<file path="src/rtl/ysyx_23060332_lsu_pkg.sv">
// ysyx_23060332_lsu_pkg
// Shared definitions for the load/store unit:
//   - FSM state encoding (lsu_state_e)
//   - funct3 encodings for LB/LH/LW/LBU/LHU and SB/SH/SW
//   - write-mask constants and access-size helpers
// Imported by ysyx_23060332_lsu and ysyx_23060332_lsu_ext.
package ysyx_23060332_lsu_pkg;

    typedef enum logic [1:0] {
        ST_IDLE   = 2'd0,
        ST_WAIT   = 2'd1,
        ST_ACCESS = 2'd2,
        ST_RESP   = 2'd3
    } lsu_state_e;

    typedef enum logic [1:0] {
        SZ_B = 2'd0,
        SZ_H = 2'd1,
        SZ_W = 2'd2
    } lsu_size_e;

    // funct3 encodings (loads use all five, stores use B/H/W)
    localparam logic [2:0] F3_B  = 3'b000;
    localparam logic [2:0] F3_H  = 3'b001;
    localparam logic [2:0] F3_W  = 3'b010;
    localparam logic [2:0] F3_BU = 3'b100;
    localparam logic [2:0] F3_HU = 3'b101;

    localparam logic [7:0] MASK_B = 8'h01;
    localparam logic [7:0] MASK_H = 8'h03;
    localparam logic [7:0] MASK_W = 8'h0F;

    // op = {store, funct3}. Any encoding that is not a defined byte or
    // halfword access is treated as a word access.
    function automatic lsu_size_e op_size(input logic [3:0] op);
        lsu_size_e sz;
        sz = SZ_W;
        if (op[3]) begin
            case (op[2:0])
                F3_B:    sz = SZ_B;
                F3_H:    sz = SZ_H;
                default: sz = SZ_W;
            endcase
        end else begin
            case (op[2:0])
                F3_B, F3_BU: sz = SZ_B;
                F3_H, F3_HU: sz = SZ_H;
                default:     sz = SZ_W;
            endcase
        end
        return sz;
    endfunction

    function automatic logic [7:0] size_mask(input lsu_size_e sz);
        logic [7:0] m;
        case (sz)
            SZ_B:    m = MASK_B;
            SZ_H:    m = MASK_H;
            default: m = MASK_W;
        endcase
        return m;
    endfunction

    function automatic logic is_misaligned(input lsu_size_e sz, input logic [1:0] lsb);
        logic mis;
        case (sz)
            SZ_H:    mis = lsb[0];
            SZ_W:    mis = |lsb;
            default: mis = 1'b0;
        endcase
        return mis;
    endfunction

endpackage

</file>
<file path="src/rtl/ysyx_23060332_lsu_ext.sv">
// ysyx_23060332_lsu_ext
// Combinational load-data extension.
//   funct3 : load funct3 (LB/LH/LW/LBU/LHU; anything else passes raw through)
//   raw    : 32-bit word returned by memory
//   result : sign/zero-extended load result
module ysyx_23060332_lsu_ext
    import ysyx_23060332_lsu_pkg::*;
(
    input  logic [2:0]  funct3,
    input  logic [31:0] raw,
    output logic [31:0] result
);

    always_comb begin
        result = raw;
        case (funct3)
            F3_B:    result = {{24{raw[7]}}, raw[7:0]};
            F3_H:    result = {{16{raw[15]}}, raw[15:0]};
            F3_BU:   result = {24'd0, raw[7:0]};
            F3_HU:   result = {16'd0, raw[15:0]};
            default: result = raw;
        endcase
    end

endmodule

</file>
<file path="src/rtl/ysyx_23060332_lsu.sv">
// ysyx_23060332_lsu
// Load/store unit between EXU and WBU with a fixed-latency memory port.
// Flow: IDLE -> (WAIT x LAT_CYCLES) -> ACCESS -> RESP -> IDLE.
//
// Handshakes (both sides): a transfer happens on a rising edge where
// valid && ready. The LSU raises in_ready only in IDLE and captures the
// request on that edge, so upstream may drop its inputs afterwards. In RESP
// out_valid stays high and out_rdata/out_rd/out_fault are held until the
// edge on which out_ready is also high.
//
// Ports:
//   clk, rst_n                     clock, async active-low reset
//   in_valid/in_ready              upstream handshake
//   in_op/in_addr/in_wdata/in_rd   request ({store, funct3}, address, data, rd)
//   out_valid/out_ready            downstream handshake
//   out_rdata/out_rd/out_fault     response
//   mem_ren/mem_raddr/mem_rdata    read port (data sampled in ACCESS)
//   mem_wen/mem_waddr/mem_wdata/mem_wmask  write port
//   dbg_state                      current FSM state
//
// Parameter LAT_CYCLES (0..15): wait cycles between accept and ACCESS.
// Macro YSYX_23060332_LSU_MISALIGN_TRAP_EN: when defined, misaligned
// halfword/word accesses go straight to RESP with out_fault=1 and never
// touch memory; otherwise they are passed to memory unchanged.
module ysyx_23060332_lsu
    import ysyx_23060332_lsu_pkg::*;
#(
    parameter int unsigned LAT_CYCLES = 1
) (
    input  logic        clk,
    input  logic        rst_n,
    input  logic        in_valid,
    output logic        in_ready,
    input  logic [3:0]  in_op,
    input  logic [31:0] in_addr,
    input  logic [31:0] in_wdata,
    input  logic [4:0]  in_rd,
    output logic        out_valid,
    input  logic        out_ready,
    output logic [31:0] out_rdata,
    output logic [4:0]  out_rd,
    output logic        out_fault,
    output logic        mem_ren,
    output logic [31:0] mem_raddr,
    input  logic [31:0] mem_rdata,
    output logic        mem_wen,
    output logic [31:0] mem_waddr,
    output logic [31:0] mem_wdata,
    output logic [7:0]  mem_wmask,
    output logic [1:0]  dbg_state
);

    localparam logic [3:0] LAT = 4'(LAT_CYCLES);

    lsu_state_e  state_q;
    logic [3:0]  cnt_q;
    logic [3:0]  op_q;
    logic [31:0] addr_q;
    logic [31:0] wdata_q;
    logic [4:0]  rd_q;
    logic [31:0] rdata_q;
    logic        fault_q;

    logic [31:0] ext_result;
    logic        accept_fault;
    logic        in_access;

    ysyx_23060332_lsu_ext u_ext (
        .funct3 (op_q[2:0]),
        .raw    (mem_rdata),
        .result (ext_result)
    );

`ifdef YSYX_23060332_LSU_MISALIGN_TRAP_EN
    assign accept_fault = is_misaligned(op_size(in_op), in_addr[1:0]);
`else
    assign accept_fault = 1'b0;
`endif

    always_ff @(posedge clk or negedge rst_n) begin
        if (!rst_n) begin
            state_q <= ST_IDLE;
            cnt_q   <= 4'd0;
            op_q    <= 4'd0;
            addr_q  <= 32'd0;
            wdata_q <= 32'd0;
            rd_q    <= 5'd0;
            rdata_q <= 32'd0;
            fault_q <= 1'b0;
        end else begin
            case (state_q)
                ST_IDLE: begin
                    if (in_valid) begin
                        op_q    <= in_op;
                        addr_q  <= in_addr;
                        wdata_q <= in_wdata;
                        rd_q    <= in_rd;
                        cnt_q   <= LAT;
                        fault_q <= accept_fault;
                        if (accept_fault) begin
                            // Trapped access: respond immediately, no strobe.
                            rdata_q <= 32'd0;
                            state_q <= ST_RESP;
                        end else if (LAT == 4'd0) begin
                            state_q <= ST_ACCESS;
                        end else begin
                            state_q <= ST_WAIT;
                        end
                    end
                end
                ST_WAIT: begin
                    cnt_q <= cnt_q - 4'd1;
                    if (cnt_q <= 4'd1) begin
                        state_q <= ST_ACCESS;
                    end
                end
                ST_ACCESS: begin
                    rdata_q <= op_q[3] ? 32'd0 : ext_result;
                    cnt_q   <= 4'd0;
                    state_q <= ST_RESP;
                end
                ST_RESP: begin
                    if (out_ready) begin
                        state_q <= ST_IDLE;
                    end
                end
                default: state_q <= ST_IDLE;
            endcase
        end
    end

    // Strobes decode straight from the state register, so an async reset
    // drops them in the same instant the state returns to IDLE.
    assign in_access = (state_q == ST_ACCESS);

    assign in_ready  = (state_q == ST_IDLE);
    assign out_valid = (state_q == ST_RESP);
    assign out_rdata = rdata_q;
    assign out_rd    = rd_q;
    assign out_fault = fault_q;

    assign mem_ren   = in_access && !op_q[3];
    assign mem_wen   = in_access && op_q[3];
    assign mem_raddr = addr_q;
    assign mem_waddr = addr_q;
    assign mem_wdata = wdata_q;
    assign mem_wmask = mem_wen ? size_mask(op_size(op_q)) : 8'h00;

    assign dbg_state = state_q;

endmodule
</file>
<file path="config.mk">
export PLATFORM = sky130hd
export DESIGN_NAME = ysyx_23060332_lsu
export DESIGN_NICKNAME = d
export VERILOG_FILES = /design/src/rtl/ysyx_23060332_lsu_pkg.sv /design/src/rtl/ysyx_23060332_lsu_ext.sv /design/src/rtl/ysyx_23060332_lsu.sv
export SDC_FILE = /design/constraint.sdc
export NUM_CORES = 1
export LEC_CHECK = 0
export CAP_MARGIN = 20
export CORE_MARGIN = 5
export CORE_UTILIZATION = 23
export DETAILED_ROUTE_END_ITERATION = 12
export GPL_TIMING_DRIVEN = 0
export PLACE_DENSITY_LB_ADDON = 0.3
export SLEW_MARGIN = 5
export SYNTH_ARGS = -nofsm -noshare
export SYNTH_HDL_FRONTEND = slang
export SYNTH_HIERARCHICAL = 1
export SYNTH_SLANG_ARGS = --single-unit
</file>
<file path="constraint.sdc">
create_clock -name clk -period 3.2 [get_ports clk]
set_input_delay 0.32 -clock clk [delete_from_list [all_inputs] [get_ports clk]]
set_output_delay 0.32 -clock clk [all_outputs]
set_load 0.005 [all_outputs]
</file>
==> impl_metrics.env, run 1 <==
export IMPL_path_cells="inv_1 > ha_1 > buf_2 > and2_1 > o21a_1 > buf_4 > clkdlybuf4s50_1"
export IMPL_track_usage_pct=11.8
export IMPL_grt_pass1_wl_mm=24.2
export IMPL_dp_hpwl_mm=11.6
export IMPL_finalHoldViolations=0
export IMPL_final_common_cell="clkdlybuf4s50_1"
export IMPL_end_kind="output pin"
export IMPL_dieArea_mm2=0.0254
export IMPL_cts_tree="done"
export IMPL_vdd_drop_max_v=0.000396
export IMPL_n_antenna_cell=0
export IMPL_required_ns=2.88
export IMPL_critPathKind="register to output pin"
export IMPL_ant_nets=0
export IMPL_period_minus_slack_ns=2.81
export IMPL_ios=257
export IMPL_final_max_slew_viol_count=0
export IMPL_core_region_area_mm2=0.0219
export IMPL_reg2reg_slack_ns=1.22
export IMPL_dr_pass1_iters=4
export IMPL_vias_per_cell=4.02
export IMPL_synthesis_instances=445
export IMPL_fin_crit_sh_pct=87.8
export IMPL_num_vias=3981
export IMPL_seq_area_frac_synth_pct=54.1
export IMPL_gp_congestion=0.743
export IMPL_final_cell_mix="clkdlybuf4s50_1, dfrtp_1, mux2_2"
export IMPL_rsz0062_at_grt="no"
export IMPL_hp_start="mem_rdata[4]"
export IMPL_final_area_mm2=0.00829
export IMPL_drive_above_1_share_pct=22.1
export IMPL_clk_pin_slew_ns=0.08
export IMPL_final_net_count=822
export IMPL_grt_pass1_vias=4253
export IMPL_drv_cap=0
export IMPL_setup_viol=0
export IMPL_cts_sinks=111
export IMPL_numCtsBuffers=9
export IMPL_cp_arrival_ns=2.49
export IMPL_stdcell_count=991
export IMPL_worst_path_buf_inv=4
export IMPL_ctsLongestPathBuffers=2
export IMPL_start_util_pct=23.4
export IMPL_die_x_um=159
export IMPL_cp_slowest_stage_delay_ns=0.49
export IMPL_rows=54
export IMPL_drt_iter0_markers=115
export IMPL_wirelength_mm=15.1
export IMPL_fillers=2251
export IMPL_grt_overflow_total=0
export IMPL_io_buffers=244
export IMPL_r2r_start="dbg_state[0]"
export IMPL_status="completed"
export IMPL_critPathMaxFanout=10
export IMPL_grt_start_max_net_pins=66
export IMPL_cp_depth=7
export IMPL_crit_slowest_cell="clkdlybuf4s50_1"
export IMPL_hold_path_class="input port to register"
export IMPL_worstReg2RegEnd="op_q[0]"
export IMPL_crit_path_start_kind="register"
export IMPL_place_area_mm2=0.00797
export IMPL_root_buffer="clkbuf_16"
export IMPL_cts_htree_levels=3
export IMPL_worst_r2r_path_depth=5
export IMPL_crit_family="buffers and inverters"
export IMPL_synth_cell_types=31
export IMPL_die_h_um=159
export IMPL_p_leak_uw=0.00351
export IMPL_wl_per_cell_um=15.3
export IMPL_endpoint="mem_wmask[3]"
export IMPL_synth_seq_cells=111
export IMPL_max_freq_ghz=0.356
export IMPL_post_route_drc_count=0
export IMPL_p_total_uw=7690
export IMPL_dp_cells=974
export IMPL_avgSynthCellArea_um2=11.5
export IMPL_clk_latency_ns=0.35
export IMPL_synth_area_mm2=0.00513
export IMPL_cp_startpoint="dbg_state[0]"
export IMPL_antenna_found_initial=1
export IMPL_fin_skew_ns=0.00485
export IMPL_post_cts_buffers=0
export IMPL_ys_warnings_count=6
export IMPL_area_growth_pct=61.6
export IMPL_setup_tns_ns=0
export IMPL_cellPowerDensity_mw_per_mm2=928
logic make-up after synthesis:
logic type,count (synthesis),synth area share [%]
DFF,111,54.1
and+or+nand+nor,73,8.24
muxes,77,17.0
AOI/OAI and AO/OA,66,6.71
buffers and inverters,110,12.1
other,1,0.0731
adders and majority gates,7,1.71
synth_stat cells:
library cell | count | share of area (%)
dfrtp_1 | 111 | 54
mux2_2 | 74 | 16
o21ai_0 | 60 | 5.9
buf_4 | 48 | 7.0
inv_1 | 37 | 2.7
nand3b_1 | 31 | 4.5
nand2_1 | 30 | 2.2
buf_2 | 11 | 1.1
clkbuf_1 | 11 | 0.80
ha_1 | 7 | 1.7
nor2_1 | 3 | 0.22
buf_6 | 2 | 0.44
nor2b_1 | 2 | 0.24
a21oi_1 | 1 | 0.097
a221o_1 | 1 | 0.20
and2_1 | 1 | 0.12
clkbuf_2 | 1 | 0.097
conb_1 | 1 | 0.073
mux2_4 | 1 | 0.29
mux2i_1 | 1 | 0.20
mux2i_2 | 1 | 0.27
nand4b_1 | 1 | 0.17
nor4_1 | 1 | 0.12
o21a_1 | 1 | 0.15
o21ai_1 | 1 | 0.097
o31a_1 | 1 | 0.17
o31ai_1 | 1 | 0.15
or2_0 | 1 | 0.12
or2_1 | 1 | 0.12
or3_1 | 1 | 0.12
or4b_4 | 1 | 0.27
per-stage QoR:
stage	utilization, %	setup slack (ns)	hold WS [ns]
2_1_floorplan	-	1.54	0.0244
3_3_place_gp	36.3	-3.07	0.485
3_5_place_dp	36.4	0.753	0.287
4_1_cts	37.9	0.353	0.185
5_1_grt	37.9	0.204	0.194
6_report	37.9	0.391	0.203
area by class of cell:
cell class                 count  area (µm²)  area share, %
tap                          280         350           4.22
multi-input combinational    228        1750           21.0
sequential                   111        2780           33.5
buffer                        73         484           5.84
clock inverter                 6        76.3          0.920
clock buffer                  10         239           2.88
timing repair buffer         246        2480           29.9
inverter                      37         139           1.67
per-layer routing:
layer | vias to the layer above | share of wire [%] | global-route usage [%]
met1 | 1872 | 43 | 14.5
met4 | 2 | 0.40 | 1.98
li1 | 1939 | - | -
met3 | 6 | 8.9 | 5.46
met5 | - | 0.046 | 0
met2 | 162 | 48 | 19.4
sequential cells by signal, indices dropped and copies added, names as in the netlist:
name       count
dbg_state      2
out_rd         5
mem_wdata     32
out_rdata     32
mem_raddr     32
op_q           4
cnt_q          4
power breakdown:
part / internal (µW) / total [µW] / leakage, µW / switching, µW
combinational: 2600 / 4000 / 0.00200 / 1400
sequential: 2050 / 2480 / 0.00136 / 427
clock: 644 / 1220 / 0.000149 / 573
total: 5300 / 7690 / 0.00351 / 2400
tightest hold or removal path, delay by kind of cell:
family | cells | cell delay, ns
AND/OR/NAND/NOR | 1 | 0.06
AO/OA/AOI/OAI | 1 | 0.06
buffers and inverters | 1 | 0.08
repair_timing:
| item | CTS | global route |
|---|---|---|
| hold buffers | 1 | 0 |
| resized for setup | 0 | 0 |
| endpoints found under the hold margin | 46 | 0 |
how the worst min path moves through the flow:
stage,slack [ns],cells past startpoint,to
after global routing,0.19,3,out_rdata[6]
after CTS,0.18,3,out_rdata[4]
after floorplan,0.02,0,cnt_q[0]
final,0.20,3,out_rdata[4]
after global placement,0.49,1,out_rd[3]
after detailed placement,0.29,1,out_rd[4]
No activity file was read; power rests on OpenSTA's default activity.
==> run 2: changes to the inputs <==
--- a/config.mk
+++ b/config.mk
@@ -11,6 +11,7 @@
 export DETAILED_ROUTE_END_ITERATION = 12
 export GPL_TIMING_DRIVEN = 0
 export PLACE_DENSITY_LB_ADDON = 0.3
+export SETUP_SLACK_MARGIN = 0.05
 export SLEW_MARGIN = 5
 export SYNTH_ARGS = -nofsm -noshare
 export SYNTH_HDL_FRONTEND = slang
==> results of run 2 <==
Same layout as run 1: the final DEF is identical, and so are final timing and power.
==> run 3: changes to the inputs <==
--- a/config.mk
+++ b/config.mk
@@ -7,7 +7,8 @@
 export LEC_CHECK = 0
 export CAP_MARGIN = 20
 export CORE_MARGIN = 5
-export CORE_UTILIZATION = 23
+export CORE_UTILIZATION = 40
+export CTS_CLUSTER_SIZE = 10
 export DETAILED_ROUTE_END_ITERATION = 12
 export GPL_TIMING_DRIVEN = 0
 export PLACE_DENSITY_LB_ADDON = 0.3
==> impl_metrics.env, run 3 (same netlist as run 1, synthesis figures left out) <==
export IMPL_status="completed"
export IMPL_drv_cap=0
export IMPL_max_freq_ghz=0.363
export IMPL_cts_hold_buf=1
export IMPL_post_route_drc_count=0
export IMPL_rows=41
export IMPL_numCtsBuffers=9
export IMPL_max_slew_margin_pct=65.5
export IMPL_vias_per_cell=4.65
export IMPL_rsz0062_at_grt="no"
export IMPL_drive_above_1_share_pct=21.8
export IMPL_antenna_found_initial=0
export IMPL_fin_crit_sh_pct=86.1
export IMPL_p_leak_uw=0.00349
export IMPL_dr_pass1_iters=5
export IMPL_worst_path_buf_inv=4
export IMPL_track_usage_pct=19.8
export IMPL_fillers=1029
export IMPL_die_h_um=123
export IMPL_grt_pass1_wl_mm=23.1
export IMPL_required_ns=2.88
export IMPL_grtUsageMet1_pct=23.5
export IMPL_ios=257
export IMPL_post_cts_buffers=0
export IMPL_ctsLongestPathBuffers=2
export IMPL_cts_resized=0
export IMPL_grt_busiest_layer="met2"
export IMPL_area_growth_pct=58.5
export IMPL_final_cell_mix="clkdlybuf4s50_1, dfrtp_1, mux2_2"
export IMPL_setup_viol=0
export IMPL_grt_overflow_total=0
export IMPL_use_met2_pct=33.4
export IMPL_place_area_mm2=0.00783
export IMPL_core_region_area_mm2=0.0126
export IMPL_n_antenna_cell=0
export IMPL_cp_arrival_ns=2.44
export IMPL_drt_iter0_markers=161
export IMPL_final_area_mm2=0.00813
export IMPL_setup_tns_ns=0
export IMPL_cts_sinks=111
export IMPL_clk_pin_slew_ns=0.07
export IMPL_cp_slowest_stage_delay_ns=0.49
export IMPL_wirelength_mm=15.0
export IMPL_start_util_pct=40.7
export IMPL_cts_tree="done"
export IMPL_final_net_count=822
export IMPL_use_met3_pct=5.58
export IMPL_critPathMaxFanout=10
export IMPL_period_minus_slack_ns=2.76
export IMPL_io_buffers=244
export IMPL_tightest_slew_ns=0.518
export IMPL_grt_start_max_net_pins=59
export IMPL_fin_util_pct=64.5
export IMPL_cellPowerDensity_mw_per_mm2=942
export IMPL_root_buffer="clkbuf_16"
export IMPL_cts_htree_levels=3
export IMPL_dp_hpwl_mm=11.7
export IMPL_critPathKind="register to output pin"
export IMPL_num_vias=4109
export IMPL_clk_latency_ns=0.36
export IMPL_dieArea_mm2=0.0152
export IMPL_end_kind="output pin"
export IMPL_crit_family="buffers and inverters"
export IMPL_final_common_cell="clkdlybuf4s50_1"
export IMPL_finalHoldViolations=0
export IMPL_crit_path_start_kind="register"
export IMPL_ant_nets=0
export IMPL_hold_path_class="input port to register"
export IMPL_gp_congestion=0.849
export IMPL_grt_pass1_vias=4546
export IMPL_final_max_slew_viol_count=0
export IMPL_vdd_drop_max_v=0.000531
export IMPL_die_x_um=123
export IMPL_path_cells="inv_1 > ha_1 > buf_2 > and2_1 > o21a_1 > buf_4 > clkdlybuf4s50_1"
export IMPL_fin_skew_ns=0.00662
export IMPL_wl_per_cell_um=17.0
export IMPL_crit_slowest_cell="clkdlybuf4s50_1"
run 3: changes by cell type in the layout (fill, tap and decap cells not counted):
cell | before | now
inv_8 | 2 | 0
clkinv_2 | 0 | 1
clkinv_4 | 0 | 1
clkbuf_8 | 1 | 0
inv_6 | 1 | 0
clkbuf_1 | 11 | 13
run 3: stage by stage:
| step | hold WS [ns] | setup WS [ns] | total power (µW) | std cells |
|---|---|---|---|---|
| 2_1_floorplan | 0.0244 | 1.54 | 4250 | 449 |
| 3_3_place_gp | 0.486 | -2.42 | 6460 | 865 |
| 3_5_place_dp | 0.312 | 0.790 | 6600 | 866 |
| 4_1_cts | 0.195 | 0.391 | 7760 | 883 |
| 5_1_grt | 0.229 | 0.283 | 8200 | 883 |
| 6_report | 0.202 | 0.444 | 7660 | 883 |
run 3: report_power, final:
part / internal [µW] / switching, µW
Combinational: 2600 / 1440
Sequential: 2050 / 444
Clock: 608 / 511
run 3: worst paths after layout:
kind,from,endpoint,slack (ns),cells past startpoint
min,mem_rdata[0],out_rdata[0],0.20,3
max,dbg_state[0],mem_wmask[3],0.44,7
max in group asynchronous,rst_n,mem_wdata[14],2.06,3
max reg2reg,dbg_state[1],mem_wdata[24],1.24,5
min reg2reg,mem_wdata[12],mem_wdata[12],0.51,1
min in group asynchronous,rst_n,dbg_state[1],0.48,2
run 3: tightest hold or removal path, delay by kind of cell:
family | cells | cell delay (ns)
AND/OR/NAND/NOR | 1 | 0.06
buffers and inverters | 1 | 0.08
AO/OA/AOI/OAI | 1 | 0.06
run 3: per-layer routing:
metal / part of all wire, % / wire (µm)
met1: 38 / 5760
met2: 52 / 7730
met3: 7.6 / 1140
met4: 2.6 / 383
met5: 0 / 0
run 3: final cells by class:
class | instances | area [µm²] | share of cell area [%]
clock buffers | 11 | 233 | 2.86
flip-flops and latches | 111 | 2780 | 34.1
multi-input cells | 228 | 1750 | 21.5
well taps | 172 | 215 | 2.65
clock inverters | 5 | 58.8 | 0.723
inverters | 37 | 139 | 1.71
plain buffers | 73 | 484 | 5.95
repair buffers | 246 | 2480 | 30.5
